**src/rtl/gray_code_counter.sv**
```systemverilog
// ---------------------------------------------------------------------------
// gray_code_counter
//   Parameterised up/down counter. It keeps a binary count internally and
//   registers the Gray encoding of that count, so gray_out is glitch-free and
//   every en-driven step (including a wrap) flips exactly one bit. It feeds
//   the gray2binary converter and serves as a pointer source for CDC logic.
//
// Parameters
//   WIDTH  counter / code width in bits (>= 2)
//   WRAP   1: wrap at the limits (max->0 up, 0->max down); 0: saturate
//
// Ports
//   clk       in   rising-edge clock
//   rst_n     in   asynchronous active-low reset
//   en        in   count-step request
//   up_dn     in   1 = increment, 0 = decrement (used only when en=1)
//   load      in   synchronous load of load_val, priority over en
//   load_val  in   [WIDTH] binary value to load
//   gray_out  out  [WIDTH] registered Gray code of the current count
//   gray_vld  out  1-cycle pulse: gray_out changed on this edge
//   wrap      out  1-cycle pulse: the last step crossed a limit
//   bin_out   out  [WIDTH] registered binary count; present only when the
//                  macro GRAY_CNT_BIN_OUT_EN is defined
//
// Handshake: gray_vld is a valid-only strobe with no ready. It is high for
// exactly the cycle after an edge that changed gray_out; a consumer must take
// gray_out in that cycle. Back-to-back steps keep gray_vld high continuously.
// ---------------------------------------------------------------------------
module gray_code_counter #(
  parameter int WIDTH = 4,
  parameter bit WRAP  = 1'b1
) (
  input  logic             clk,
  input  logic             rst_n,
  input  logic             en,
  input  logic             up_dn,
  input  logic             load,
  input  logic [WIDTH-1:0] load_val,
  output logic [WIDTH-1:0] gray_out,
  output logic             gray_vld,
  output logic             wrap
`ifdef GRAY_CNT_BIN_OUT_EN
  ,
  output logic [WIDTH-1:0] bin_out
`endif
);

  localparam logic [WIDTH-1:0] MAX_VAL = '1;
  localparam logic [WIDTH-1:0] ONE     = WIDTH'(1);

  logic [WIDTH-1:0] bin_q;
  logic [WIDTH-1:0] nxt_bin;
  logic             nxt_vld;
  logic             nxt_wrap;

  // Next-count selection: load > en > hold.
  always_comb begin
    nxt_bin  = bin_q;
    nxt_vld  = 1'b0;
    nxt_wrap = 1'b0;
    if (load) begin
      nxt_bin = load_val;
      // Binary-to-Gray is a bijection, so the code changes iff the count does.
      nxt_vld = (load_val != bin_q);
    end else if (en) begin
      if (up_dn) begin
        if (bin_q != MAX_VAL) begin
          nxt_bin = bin_q + ONE;
          nxt_vld = 1'b1;
        end else if (WRAP) begin
          nxt_bin  = '0;
          nxt_vld  = 1'b1;
          nxt_wrap = 1'b1;
        end
      end else begin
        if (bin_q != '0) begin
          nxt_bin = bin_q - ONE;
          nxt_vld = 1'b1;
        end else if (WRAP) begin
          nxt_bin  = MAX_VAL;
          nxt_vld  = 1'b1;
          nxt_wrap = 1'b1;
        end
      end
    end
  end

  // Binary count and its Gray image are registered together on the same edge.
  always_ff @(posedge clk or negedge rst_n) begin
    if (!rst_n) begin
      bin_q    <= '0;
      gray_out <= '0;
      gray_vld <= 1'b0;
      wrap     <= 1'b0;
    end else begin
      bin_q    <= nxt_bin;
      gray_out <= nxt_bin ^ (nxt_bin >> 1);
      gray_vld <= nxt_vld;
      wrap     <= nxt_wrap;
    end
  end

`ifdef GRAY_CNT_BIN_OUT_EN
  assign bin_out = bin_q;
`endif

endmodule

```
**config.mk**
```make
export PLATFORM = sky130hd
export DESIGN_NAME = gray_code_counter
export DESIGN_NICKNAME = d
export VERILOG_FILES = /design/src/rtl/gray_code_counter.sv
export SDC_FILE = /design/constraint.sdc
export NUM_CORES = 1
export LEC_CHECK = 0
export BUFFER_PORTS_ARGS = -buffer_cell sky130_fd_sc_hd__buf_2
export CAP_MARGIN = 5
export CORE_AREA = 2 2 39 41
export DETAILED_ROUTE_END_ITERATION = 8
export DIE_AREA = 0 0 41 43
export GPL_TIMING_DRIVEN = 0
export PLACE_DENSITY = 0.76
export SETUP_SLACK_MARGIN = 0.1
export SKIP_LAST_GASP = 1
export SLEW_MARGIN = 20
export SYNTH_ARGS = -nofsm -noshare
export SYNTH_HDL_FRONTEND = slang
export SYNTH_SLANG_ARGS = --single-unit
```
**constraint.sdc**
```tcl
create_clock -name clk -period 1.7 [get_ports clk]
set_input_delay 0.085 -clock clk [delete_from_list [all_inputs] [get_ports clk]]
set_output_delay 0.085 -clock clk [all_outputs]
set_load 0.005 [all_outputs]
```
---- Word level (Yosys, flattened, before mapping) ----
Index checks and enable logic that the tools add are counted.
word-level totals
  register bits after elaboration ......... 10
  bits in latches ......................... 0
  memory bits (writable) .................. 0
  bits in read-only memories .............. 0
  output and inout bits ................... 6
  logic and storage cells ................. 22
  memories kept ........................... 0
operators by class
  add/subtract/negate cells ............... 2
  multiply operators ...................... 0
  divide/modulo/power cells ............... 0
  $lt $le $gt $ge ......................... 0
  eq/ne operators ......................... 2
  shift-type cells ........................ 0
  multiplexer cells ....................... 12
  bitwise gates (word level) .............. 1
  reductions and logical operators ........ 1
operators with widths
  kind                                                                count
  4-bit 2-to-1 mux                                                    5
  1-bit 2-to-1 mux                                                    7
  4-bit by 1-bit adder with 4-bit output, second input constant       1
  4-bit inequality test                                               1
  4-bit inequality test, second input constant                        1
  4-bit nonzero test                                                  1
  4-bit by 1-bit subtractor with 4-bit output, second input constant  1
  4-bit by 3-bit bitwise XOR with 4-bit output                        1

---- Longest topological paths before layout ----
  word-level depth ........................ 6
  gate-level depth with buffers ........... 6

---- Worst setup path before layout ----
Ideal clock, no wire load.
  path kind ............................... reg-to-reg
  start point ............................. register bin_q[0]
  end point ............................... register gray_out[1]
  arrival time ............................ 1.376 ns
  data required time ...................... 1.570 ns
  slack ................................... 0.194 ns
  stages on the path, launching flop included .. 7
  buffers on the path ..................... 0
  cells stage by stage .................... dfrtp_1 inv_1 ha_1 mux2i_1 mux2i_1 nand2_1 xnor2_1
between the ends
  word-level cells in the longest chain between the ends .. 6
ends and longest elaborated chain
  what                                                                 RTL line  text
  start, declared                                                      51        logic [WIDTH-1:0] bin_q;
  start signal, assigned                                               96        bin_q <= nxt_bin;
  4-bit by 1-bit subtractor with 4-bit output (tied with other cells)  77        nxt_bin = bin_q - ONE;
  4-bit 2-to-1 mux, on equally long branches                           76, 67
  4-bit 2-to-1 mux *                                                   66        if (up_dn) begin
  4-bit 2-to-1 mux *                                                   65        end else if (en) begin
  4-bit 2-to-1 mux *                                                   61        if (load) begin
  named net nxt_bin[2]                                                 52        logic [WIDTH-1:0] nxt_bin;
  4-bit by 3-bit bitwise XOR with 4-bit output *                       97        gray_out <= nxt_bin ^ (nxt_bin >> 1);
  end signal, assigned                                                 97
  end, declared                                                        39        output logic [WIDTH-1:0] gray_out,
Mark *: on every way through the listed nets, which the timed path passes. The rest lies on a longest branch.

---- Final worst setup path ----
  start point ............................. register bin_q[0]
  end point ............................... register bin_q[3]
between the ends
  word-level cells in the longest chain between the ends .. 5
ends and longest elaborated chain
  what                                                                 RTL line
  4-bit by 1-bit subtractor with 4-bit output (tied with other cells)  77
  4-bit 2-to-1 mux, on equally long branches                           76, 67
  4-bit 2-to-1 mux *                                                   66
  4-bit 2-to-1 mux *                                                   65
  4-bit 2-to-1 mux *                                                   61
  named net nxt_bin[3]                                                 52
Marks and branches as above.

==> flow_summary.toml <==
[logic_synthesis]
synth_area_per_cell_um2 = 9.87
ys_warn_count = 0
ys_seq_elements = 9
synthDistinctLibCells = 33
synth_nets = 74
netlist_area_um2 = 622
ys_seq_area_share_pct = 36.2
synthCells = 63
synth-edff-count = 0
synthArstFlopShare_pct = 100
synth-main-ff-cell = "dfrtp_1"

[power]
p_total_uw = 794
powerDensity_nw_per_um2 = 915
p_leak_nw = 0.375
ir_worst_vdd_mv = 0.341

[global_routing]
grt_max_degree = 11
grt_use_met1_pct = 22.7
gr-usage-all-layers_pct = 18.2
overflow = 0
grt.met2_usage_pct = 29.1
grt_pass1_wl_mm = 2.19
gr-max-usage-layer = "met2"
use_met3_pct = 1.57
first_global_vias = 539
antenna_found_initial = 0

[timing]
slew_headroom_pct = 71.8
finalHoldViolations = 0
slew_viol_final = 0
setup_viol = 0
final.min_clock_period_ps = 1590
setup_tns_ps = 0
tightest_slew_ps = 423
finalCritPeriodShare_pct = 93.7
rsz0062_at_grt = "yes"
hold_ws_ps = 137
clock_skew_ps = 1.35
max_freq_mhz = 628

[cells_and_area]
fin_cells = 103
area_growth_syn_to_layout_pct = 39.6
finish.utilization_pct = 62.7
insertedDiodeCount = 0
final_cell_mix = "buf_2, buf_4, dfrtp_1, xor2_1, a21oi_1"
final_common_cell = "buf_2"
layout-drive-gt1-share_pct = 47.1
nets = 99

[drt]
drt_iter0_markers = 5
routed_wl_mm = 1.48
routed_via_density = 5.72
ant_nets = 0
drtPass1Iterations = 4
wl_per_cell_um = 14.4
vias = 589
drc_errors = 0

[floorplanning]
top_level_ports = 15
die_x_um = 41
die-height_um = 43
core-area_um2 = 1380
initial_core_util_pct = 44.9
die_area_um2 = 1760
rows = 14

[cts]
cts_made_buffers = 3
htree_num_levels = 1
root_buffer = "clkbuf_4"
cts.sinks = 9
cts_tree = "yes"
clk_path_buf_depth = 2
clkTransAtPathRegs_ps = 60
clk_latency_ps = 250

[worst_setup_path]
max_stage_delay_ps = 510
cp-end-kind = "register"
crit_slowest_cell = "or4b_4"
path_max_fanout = 4
required_ps = 1830
path_class = "reg -> reg"
path_cells = "buf_6 > or4b_4 > o311ai_4 > a211oi_2 > nand2b_1"
crit_arrival_ps = 1730
start_kind = "register"

[placement]
globalplace.congestion = 0.883
hpwl_um = 905
dp_cells = 92
numPortBuffers = 13

[job]
maxCapViolCount = 0

[run_status]
outcome = "finished, final reports clean"

[worst_hold_path]
hold_class = "in -> reg"
[cell type report]
cell class | instances | area [um2]
clock buffers | 4 | 26.3
plain buffers | 5 | 33.8
fillers | 118 | 515
multi-input cells | 44 | 418
flip-flops and latches | 9 | 228
repair buffers | 20 | 124
well taps | 16 | 20.0
inverters | 5 | 18.8
[registers in the layout (all words and copies together), names as in the netlist]
| signal | flops |
|---|---|
| bin_q | 4 |
| wrap | 1 |
| gray_out | 3 |
| gray_vld | 1 |
[what timing repair did]
action                                  CTS  global route
buffers inserted                          3             3
endpoints found under the setup margin    5             5
hold buffers                              1             0
hold endpoints to repair                  9             0
pin swaps                                 0             4
gates resized for setup                   3            16
[final timing paths]
check                       startpoint  cells after the start          end  slack [ps]
setup / recovery              bin_q[0]                      5     bin_q[3]         110
min in group asynchronous        rst_n                      2  gray_out[1]         200
setup reg to reg              bin_q[0]                      5     bin_q[3]         110
hold / removal             load_val[1]                      3     bin_q[1]         140
max in group asynchronous        rst_n                      2     bin_q[0]        1320
hold reg to reg               bin_q[3]                      4         wrap         800
[worst max-delay path, delay by kind of cell, from the launching register on]
kind	cells	cell delay (ps)
buffers and inverters	1	130
flip-flops	1	450
AND/OR/NAND/NOR	2	670
AO/OA/AOI/OAI	2	230
[power by group]
part | switching [mW] | internal (mW) | total [mW]
clock network | 0.0699 | 0.0902 | 0.160
registers | 0.0214 | 0.255 | 0.276
logic | 0.173 | 0.185 | 0.358
total | 0.264 | 0.530 | 0.794
[cells in the mapped netlist, types with 2 or more instances]
cell / n / share of area, %
ha_1: 2 / 4.0
inv_1: 5 / 3.0
o21ai_0: 2 / 1.6
a21oi_1: 4 / 3.2
xor2_1: 5 / 7.0
mux2i_1: 4 / 6.4
nor3b_1: 3 / 3.6
nor2b_1: 3 / 3.0
xnor2_1: 2 / 2.8
nand4_1: 2 / 2.0
dfrtp_1: 9 / 36
[routing by layer]
layer  vias up  part of all wire, %
met1       282                   37
met4         0                  3.1
met2        29                   55
met3         4                  4.4
li1        274                    -
met5         -                    0
[per-stage QoR]
| step | instance area (um2) | setup slack [ps] |
|---|---|---|
| CTS | 774 | 129 |
| detailed placement | 707 | -11.1 |
| finish | 868 | 107 |
| global placement | 707 | -8.97 |
| floorplan | 622 | 194 |
| global route | 868 | 77.0 |
[logic make-up after synthesis]
logic type	share of synthesized area, %
buffers and inverters	8.05
AOI/OAI and AO/OA	16.9
and+or+nand+nor	18.5
DFF	36.2
adders and majority gates	4.02
xor gates and xnor gates	9.86
muxes	6.44
No activity file was read; power rests on OpenSTA's default activity.
